### config.mk
export PLATFORM = sky130hd
export DESIGN_NAME = rot_shift_unit
export DESIGN_NICKNAME = d
export VERILOG_FILES = /design/src/rtl/rot_shift_pkg.sv /design/src/rtl/rot_shift_unit_step.sv /design/src/rtl/rot_shift_unit.sv
export SDC_FILE = /design/constraint.sdc
export NUM_CORES = 1
export LEC_CHECK = 0
export CAP_MARGIN = 40
export CORE_MARGIN = 2
export CORE_UTILIZATION = 47
export CTS_CLUSTER_DIAMETER = 30
export DETAILED_ROUTE_END_ITERATION = 6
export HOLD_SLACK_MARGIN = 0.05
export PLACE_DENSITY_LB_ADDON = 0.15
export SLEW_MARGIN = 20
export SYNTH_ARGS = -nofsm -noshare
export SYNTH_HDL_FRONTEND = slang
export SYNTH_SLANG_ARGS = --single-unit
export TNS_END_PERCENT = 100
### constraint.sdc
create_clock -name clk -period 3.6 [get_ports clk]
set_input_delay 0.72 -clock clk [delete_from_list [all_inputs] [get_ports clk]]
set_output_delay 0.72 -clock clk [all_outputs]
set_load 0.01 [all_outputs]
### src/rtl/rot_shift_pkg.sv
// Purpose: shared mode and FSM state encodings for the rotate/shift unit.
// Latency: n/a (types only).
// Backpressure: n/a.
package rot_shift_pkg;

    typedef enum logic [1:0] {
        MODE_ROR = 2'b00,
        MODE_ROL = 2'b01,
        MODE_SRL = 2'b10,
        MODE_SRA = 2'b11
    } mode_t;

    typedef enum logic [1:0] {
        IDLE = 2'b00,
        BUSY = 2'b01,
        DONE = 2'b10
    } state_t;

endpackage

### src/rtl/rot_shift_unit_step.sv
// Purpose: combinational rotate/shift of data_in by s (0..STEP) positions, one iteration of the unit.
// Latency: 0 cycles (pure combinational).
// Backpressure: none; output follows inputs.
// Ports: data_in/data_out operand and shifted value, s step amount, mode operation,
//        sra_fill bit fed in at the MSB for SRA, carry_out last bit shifted out (0 when s==0).
module rot_step
    import rot_shift_pkg::*;
#(
    parameter int WIDTH = 32,
    parameter int STEP  = 1,
    localparam int AW   = $clog2(WIDTH),
    localparam int SW   = $clog2(STEP + 1)
) (
    input  logic [WIDTH-1:0] data_in,
    input  logic [SW-1:0]    s,
    input  mode_t            mode,
    input  logic             sra_fill,
    output logic [WIDTH-1:0] data_out,
    output logic             carry_out
);

    logic [WIDTH-1:0] ror_v;
    logic [WIDTH-1:0] rol_v;
    logic [WIDTH-1:0] shr_v;
    logic             carry_right;
    logic             carry_left;

    always_comb begin
        ror_v = '0;
        rol_v = '0;
        shr_v = '0;
        for (int i = 0; i < WIDTH; i++) begin
            // WIDTH is a power of two, so AW-bit index arithmetic wraps mod WIDTH.
            ror_v[i] = data_in[AW'(i) + AW'(s)];
            rol_v[i] = data_in[AW'(i) - AW'(s)];
            if (i + int'(s) < WIDTH) begin
                shr_v[i] = ror_v[i];
            end else begin
                shr_v[i] = (mode == MODE_SRA) ? sra_fill : 1'b0;
            end
        end
    end

    // Right-going ops lose bit s-1 last; ROL loses bit WIDTH-s last.
    always_comb begin
        carry_right = 1'b0;
        carry_left  = 1'b0;
        if (s != '0) begin
            carry_right = data_in[AW'(int'(s) - 1)];
            carry_left  = data_in[AW'(WIDTH - int'(s))];
        end
    end

    always_comb begin
        data_out  = shr_v;
        carry_out = carry_right;
        case (mode)
            MODE_ROR: data_out = ror_v;
            MODE_ROL: begin
                data_out  = rol_v;
                carry_out = carry_left;
            end
            default: data_out = shr_v;
        endcase
    end

endmodule

### src/rtl/rot_shift_unit.sv
// Purpose: iterative rotate/shift unit (ROR/ROL/SRL/SRA) moving at most STEP bits per cycle.
// Latency: result valid 1+ceil(amt/STEP) cycles after acceptance.
// Backpressure: single op in flight; in_ready low until the result is taken with out_ready.
// Ports: clk/rst (async active-high), in_valid/in_ready/num/amt/mode request,
//        out_valid/out_ready/result response; flag_c/flag_z only when ROT_SHIFT_FLAGS_EN is defined.
module rot_shift_unit
    import rot_shift_pkg::*;
#(
    parameter int WIDTH = 32,
    parameter int STEP  = 1
) (
    input  logic                     clk,
    input  logic                     rst,
    input  logic                     in_valid,
    output logic                     in_ready,
    input  logic [WIDTH-1:0]         num,
    input  logic [$clog2(WIDTH)-1:0] amt,
    input  logic [1:0]               mode,
    output logic                     out_valid,
    input  logic                     out_ready,
    output logic [WIDTH-1:0]         result
`ifdef ROT_SHIFT_FLAGS_EN
    ,
    output logic                     flag_c,
    output logic                     flag_z
`endif
);

    localparam int AW = $clog2(WIDTH);
    localparam int SW = $clog2(STEP + 1);

    state_t           state_q, state_d;
    logic [WIDTH-1:0] data_q, data_d;
    logic [AW-1:0]    rem_q, rem_d;
    mode_t            mode_q, mode_d;
    logic [SW-1:0]    step_s;
    logic [WIDTH-1:0] step_out;
    logic             accept;

`ifdef ROT_SHIFT_FLAGS_EN
    logic             step_carry;
    logic             carry_q, carry_d;
    logic             zero_q, zero_d;
`else
    logic             step_carry_unused;
`endif

    assign in_ready  = (state_q == IDLE) && !rst;
    assign out_valid = (state_q == DONE);
    assign result    = data_q;
    assign accept    = in_valid && in_ready;

    always_comb begin
        if (int'(rem_q) >= STEP) begin
            step_s = SW'(STEP);
        end else begin
            step_s = SW'(rem_q);
        end
    end

    // SRA fill comes from the working value's MSB, which never changes under SRA.
    rot_step #(
        .WIDTH (WIDTH),
        .STEP  (STEP)
    ) u_step (
        .data_in   (data_q),
        .s         (step_s),
        .mode      (mode_q),
        .sra_fill  (data_q[WIDTH-1]),
        .data_out  (step_out),
`ifdef ROT_SHIFT_FLAGS_EN
        .carry_out (step_carry)
`else
        .carry_out (step_carry_unused)
`endif
    );

    always_comb begin
        state_d = state_q;
        data_d  = data_q;
        rem_d   = rem_q;
        mode_d  = mode_q;
`ifdef ROT_SHIFT_FLAGS_EN
        carry_d = carry_q;
        zero_d  = zero_q;
`endif
        case (state_q)
            IDLE: begin
                if (accept) begin
                    data_d  = num;
                    mode_d  = mode_t'(mode);
                    rem_d   = amt;
                    state_d = (amt != '0) ? BUSY : DONE;
`ifdef ROT_SHIFT_FLAGS_EN
                    carry_d = 1'b0;
                    zero_d  = (num == '0);
`endif
                end
            end
            BUSY: begin
                data_d = step_out;
                rem_d  = rem_q - AW'(step_s);
`ifdef ROT_SHIFT_FLAGS_EN
                carry_d = step_carry;
                zero_d  = (step_out == '0);
`endif
                if (rem_d == '0) begin
                    state_d = DONE;
                end
            end
            DONE: begin
                if (out_ready) begin
                    state_d = IDLE;
                end
            end
            default: state_d = IDLE;
        endcase
    end

    always_ff @(posedge clk or posedge rst) begin
        if (rst) begin
            state_q <= IDLE;
            data_q  <= '0;
            rem_q   <= '0;
            mode_q  <= MODE_ROR;
`ifdef ROT_SHIFT_FLAGS_EN
            carry_q <= 1'b0;
            zero_q  <= 1'b0;
`endif
        end else begin
            state_q <= state_d;
            data_q  <= data_d;
            rem_q   <= rem_d;
            mode_q  <= mode_d;
`ifdef ROT_SHIFT_FLAGS_EN
            carry_q <= carry_d;
            zero_q  <= zero_d;
`endif
        end
    end

`ifdef ROT_SHIFT_FLAGS_EN
    assign flag_c = carry_q;
    assign flag_z = zero_q;
`endif

endmodule

# [Yosys cells after proc, flatten, opt, wreduce, memory -nomap -nowiden]
# Index checks and enable logic that the tools add are counted.
[totals] regBits=41 in_bits=43 wordCells=386 output_inout_bits=34
[classes] n_mux=172 n_lt_le_gt_ge=97 n_eq_ne=7 add_sub_neg=95 n_reduce_logical=11
[op_table] cell="32-bit by 7-bit < comparator with 1-bit output (second input constant)" n=31
[op_table] cell="5-bit by 6-bit < comparator with 1-bit output (second input constant)" n=63
[op_table] cell="1-bit binary-select mux with 5-bit select" n=63
[op_table] cell="32-bit one-hot mux with 2 select lines" n=2
[op_table] cell="1-bit 2-to-1 mux" n=99
[op_table] cell="5-bit by 1-bit adder with 6-bit output (first input constant)" n=16
[op_table] cell="4-bit by 1-bit adder with 5-bit output (first input constant)" n=16
[op_table] cell="5-bit by 1-bit adder with 5-bit output (first input constant)" n=8
[op_table] cell="4-bit by 1-bit subtractor with 5-bit output (first input constant)" n=8
[op_table] cell="5-bit by 1-bit subtractor with 5-bit output (first input constant)" n=8
[op_table] cell="3-bit by 1-bit adder with 4-bit output (first input constant)" n=8
[op_table] cell="32-bit 2-to-1 mux" n=1
[op_table] cell="4-bit by 2-bit adder with 5-bit output (first input constant)" n=4
[op_table] cell="4-bit by 2-bit subtractor with 5-bit output (first input constant)" n=4
[op_table] cell="3-bit by 1-bit subtractor with 4-bit output (first input constant)" n=4
[op_table] cell="2-bit by 1-bit adder with 3-bit output (first input constant)" n=4
[op_table] cell="1-bit by 6-bit < comparator with 1-bit output (second input constant)" n=2
[op_table] cell="5-bit one-hot mux with 2 select lines" n=1
[op_table] cell="3-bit by 2-bit adder with 4-bit output (first input constant)" n=2
[op_table] cell="2-bit 2-to-1 mux" n=4
[op_table] cell="3-bit by 2-bit subtractor with 4-bit output (first input constant)" n=2
[op_table] cell="2-bit one-hot mux with 3 select lines" n=1
[op_table] cell="2-bit by 1-bit subtractor with 3-bit output (first input constant)" n=2
[op_table] cell="5-bit by 1-bit >= comparator with 1-bit output (second input constant)" n=1
[op_table] cell="20 further kinds" n=28

# [Longest topological paths before layout]
[depth] ltp_word=8 depth_mapped=11 mapped_depth_nobuf=9

# [Cells and area by module]
# From an unflattened synthesis, not the netlist that was laid out.
[unflattened] hier_cells=386 hier_area_um2=2750.1
[modules_own_cells] module="rot_shift_unit" cells_per_inst=241 instances=1 area_per_inst_um2=2060.7 seq_area_each_um2=1026.0
[modules_own_cells] module="rot_step" cells_per_inst=145 instances=1 area_per_inst_um2=689.4 seq_area_each_um2=0.0

# [Least setup slack after synthesis]
# Ideal clock, no wire load.
[synth_path] path_kind="register to register" from="reg rem_q[0]" to="reg state_q[1]" synth_period_minus_slack_ps=2621 setup_time_ps=126 required_ps=3474 arrival_time_ps=2495 stages_incl_launch_ff=11 path_buffers=2 path_slack_ps=979 path_cell_list="dfrtp_1 > or4_1 > buf_6 > nor2_8 > buf_2 > nor2_1 > ha_1 > and4b_1 > a31oi_1 > a211oi_1 > o32a_1"
[synth_between] elab_chain_len=6
[synth_lines] item="start, declared" line_no="rot_shift_unit.sv:34" source="logic [AW-1:0] rem_q, rem_d;"
[synth_lines] item="start signal, assigned" line_no="rot_shift_unit.sv:133" source="rem_q <= rem_d;"
[synth_lines] item="5-bit by 1-bit >= comparator with 1-bit output" line_no="rot_shift_unit.sv:54" source="if (int'(rem_q) >= STEP) begin"
[synth_lines] item="1-bit 2-to-1 mux" line_no="rot_shift_unit.sv:54"
[synth_lines] item="5-bit by 1-bit subtractor with 5-bit output *" line_no="rot_shift_unit.sv:102" source="rem_d = rem_q - AW'(step_s);"
[synth_lines] item="5-bit zero test *" line_no="rot_shift_unit.sv:107" source="if (rem_d == '0) begin"
[synth_lines] item="2-bit inequality test (no source line) *"
[synth_lines] item="3-bit AND reduction (no source line) *"
[synth_lines] item="end signal, assigned" line_no="rot_shift_unit.sv:131" source="state_q <= state_d;"
[synth_lines] item="end, declared" line_no="rot_shift_unit.sv:32" source="state_t state_q, state_d;"
# Mark *: on every way between the ends. The rest lies on a longest branch, timed or not.
# A chain may end at the register's enable or synchronous reset.

# [Final worst setup path]
# Same ends and word-level chain as after synthesis.

==> metrics.csv <==
stage,metric,value,unit
detailed_routing,DR DRC count,0,
synthesis,share of the synthesized area in the top cell type,0.399,
pwr,pwr dens,1000,nW/um^2
timing,Worst slew margin,0.446,
clocking,Clock Tree Root,clkbuf_8,
clocking,CTS buffer count,5,
synthesis,synthesized flop and latch total,41,
timing,crit share post-route,0.806,
floorplanning,Starting Density,0.494,
cells_and_area,layout cells sized above 1,0.0802,
cells_and_area,Area Overhead vs Synth,34.8,%
worst_setup_path,RR Endpoint,state_q[1]$_DFFE_PP0P_,
synthesis,top cell type by total area after synthesis,dfrtp_1,
floorplanning,chip height,78.0,um
clocking,CTS tree,done,
pwr,Net Sw Power,0.00148,W
worst_setup_path,crit-path max cell delay,0.75,ns
timing,final worst path period need,2.90,ns
global_routing,Total GRT Usage,0.239,
worst_setup_path,CP startpoint,rem_q[0]$_DFFE_PP0P_,
cells_and_area,Layout Cells excl Fill,419,
min_path,Worst Hold Class,flip-flop to flip-flop,
pwr,Seq pwr share,0.302,
placement,RePlAce Congestion,0.882,
placement,Detailed Place HPWL,4680,um
clocking,clk sinks,41,
detailed_routing,"antenna viol nets, final",0,
status,status,finished clean,
global_routing,first-pass GRT wire length,11700,um
clocking,post-CTS setup buffers,0,
clocking,Clock Path Buffers,2,
worst_setup_path,RR Startpoint,rem_q[0]$_DFFE_PP0P_,
worst_setup_path,"delay-heaviest family, CP",simple AND/OR/NAND/NOR gates,
detailed_routing,DRT iter0 DRCs,206,
timing,fin. max-slew vios,0,
worst_setup_path,Critical Path Fanout Max,18,
worst_setup_path,Worst Setup End Kind,flip-flop,
worst_setup_path,WP data required,3.78,ns
synthesis,Post-Syn Instances,283,
detailed_routing,drt via density,5.88,
worst_setup_path,cells along the critical path,or4_1 > nor2_8 > nor2_1 > ha_1 > and4b_1 > a31oi_1 > a211oi_1 > o32a_1,
timing,Final Hold Fails,0,
clocking,CTS H-Tree Depth,2,
pwr,Switching Share,0.426,
clocking,number of gates resized after cts,0,
timing,skew final,0.00616,ns
synthesis,Post-synth EDFFs,0,
synthesis,Post-Syn Area per Cell,9.09,um^2
timing,RSZ-0062 raised after global routing,false,
clocking,"CTS clk-pin slew, worst paths",0.08,ns
pwr,clock group share of total power,0.107,
worst_setup_path,WP buf/inv,0,
timing,Final Setup Violations,0,
placement,Placed Instances,412,
pwr,Gate power share,0.591,
timing,setup tns final,0,ns
global_routing,vias in the first global route,2419,
synthesis,post-synth net total,328,
floorplanning,I/O pin count,77,
detailed_routing,wire length per cell,16.9,um
cells_and_area,post-route cell area,3470,um^2
worst_setup_path,CP startpoint kind,flip-flop,
cells_and_area,n_diodes,0,
pwr,VDD IR max,0.686,mV
clocking,hold_buf cts,0,
pwr,Int Pwr,0.00200,W
worst_setup_path,WP depth,8,
synthesis,synth warn,0,
detailed_routing,drt first pass iters,4,
timing,fmax,345,MHz
timing,worst-margin pin slew,0.832,ns
floorplanning,width of the die,78.0,um
synthesis,sequential element share of the synthesized area,0.399,
detailed_routing,WL final,7080,um
pwr,Leakage Power,1.44,nW
floorplanning,DIE AREA,6080,um^2
min_path,Hold Crit Start,mode_q[0]$_DFFE_PP0P_,
placement,port bufs,76,
worst_setup_path,Worst R2R Setup Slack,0.70,ns
run,Max Cap Viol,0,
synthesis,Synth async-reset ratio,1.00,
synthesis,Synth cell types,44,
synthesis,top_reg_cell synth,dfrtp_1,
worst_setup_path,CP max stage cell,or4_1,
worst_setup_path,crit path capture,state_q[1]$_DFFE_PP0P_,
floorplanning,core area,5200,um^2
global_routing,largest net degree at the start of global routing,42,
worst_setup_path,Worst R2R Path Depth,8,
placement,placed cell areas,3360,um^2
worst_setup_path,crit path DAT,3.08,ns
cells_and_area,Final #Nets,394,
global_routing,gr ovfl total,0,
floorplanning,Rows,26,
synthesis,largest cells by area after synthesis,"dfrtp_1, nand2_1, mux2i_1",
detailed_routing,routed vias,2464,
worst_setup_path,Crit Path Category,flip-flop to flip-flop,
clocking,worst skew pair latency,0.30,ns
cells_and_area,final core utilization,0.666,
global_routing,initial antenna violation count,0,
synthesis,area of the mapped netlist,2570,um^2
## cells in the final DEF (no fill, tap or decap), drive strengths merged, types with 2 or more instances in the layout
cell type       n
nand2b          3
nand3          31
or3             2
ha              2
a21oi           5
nand2          60
o21ai           4
a2bb2oi        15
inv             6
a31oi           2
dfrtp          41
nor2b           4
clkbuf          5
o211ai         15
mux2i          16
o31ai           3
buf             7
o221a          17
a221oi          2
nor3            4
a211oi          2
a32oi           2
nor2           11
clkdlybuf4s50  76
## Yosys cell counts, types with 3 or more instances
| master | count |
|---|---|
| nand2b_1 | 3 |
| buf_4 | 4 |
| nand2_1 | 60 |
| a2bb2oi_1 | 15 |
| o211ai_1 | 14 |
| nor2b_1 | 4 |
| nand3_1 | 31 |
| nor2_1 | 10 |
| o221a_1 | 11 |
| nor3_1 | 3 |
| o21ai_0 | 4 |
| o221a_2 | 6 |
| mux2i_1 | 16 |
| buf_2 | 4 |
| clkbuf_1 | 13 |
| a21oi_1 | 4 |
| dfrtp_1 | 41 |
| inv_1 | 6 |
## through the flow
| step | total power [W] | hold slack, ns | worst slack (ns) |
|---|---|---|---|
| 2_1_floorplan | 0.00237 | 0.503 | 0.979 |
| 3_3_place_gp | 0.00304 | 0.552 | 0.824 |
| 3_5_place_dp | 0.00310 | 0.553 | 0.765 |
| 4_1_cts | 0.00349 | 0.572 | 0.705 |
| 5_1_grt | 0.00374 | 0.621 | 0.568 |
| 6_report | 0.00348 | 0.570 | 0.698 |
## layout make-up
class | count | area (um^2)
Sequential cell | 41 | 1030
Clock buffer | 5 | 68.8
Multi-Input combinational cell | 212 | 1410
Fill cell | 443 | 1740
Timing Repair Buffer | 83 | 817
Inverter | 6 | 22.5
Tap cell | 70 | 87.6
Clock inverter | 2 | 35.0
## registers in the layout, summed over array words and instances, names as in the netlist
register and count:
result 32, rem_q 5, mode_q 2, state_q 2
## metal layers
layer / part of all wire / vias up / global-route usage
li1: - / 1175 / -
met1: 0.43 / 1177 / 0.303
met2: 0.48 / 102 / 0.409
met3: 0.072 / 10 / 0.0453
met4: 0.019 / 0 / 0.0825
met5: 0 / - / 0
## worst min-delay path, stage by stage (launching register included)
cell     delay [ns]
dfrtp_1        0.42
nand2_1        0.07
nand2_1        0.06
## worst min path at each step
stage               slack, ns                     to  cells past startpoint
floorplan                0.50  mode_q[0]$_DFFE_PP0P_                      2
global placement         0.55  mode_q[0]$_DFFE_PP0P_                      2
detailed placement       0.55  mode_q[0]$_DFFE_PP0P_                      2
CTS                      0.57  mode_q[0]$_DFFE_PP0P_                      2
global route             0.62  mode_q[1]$_DFFE_PP0P_                      2
finish                   0.57  mode_q[0]$_DFFE_PP0P_                      2
## power by group through the flow
stage                     Sequential [W]  Clock (W)  Combinational, W
after floorplan                  0.00102          0           0.00135
after global placement           0.00105          0           0.00199
after detailed placement         0.00105          0           0.00205
after CTS                        0.00105   0.000374           0.00207
after global routing             0.00109   0.000392           0.00225
final                            0.00105   0.000372           0.00206
## kinds of logic after synthesis
| kind of cell | Yosys count | share of synthesized area |
|---|---|---|
| AND/OR/NAND/NOR | 122 | 0.228 |
| flip-flops | 41 | 0.399 |
| buffers and inverters | 30 | 0.0574 |
| multiplexers | 16 | 0.0623 |
| AO/OA/AOI/OAI | 71 | 0.241 |
| adder cells (fa/ha/maj) | 2 | 0.00973 |
| XOR/XNOR | 1 | 0.00341 |
No activity file was read; power rests on OpenSTA's default activity.
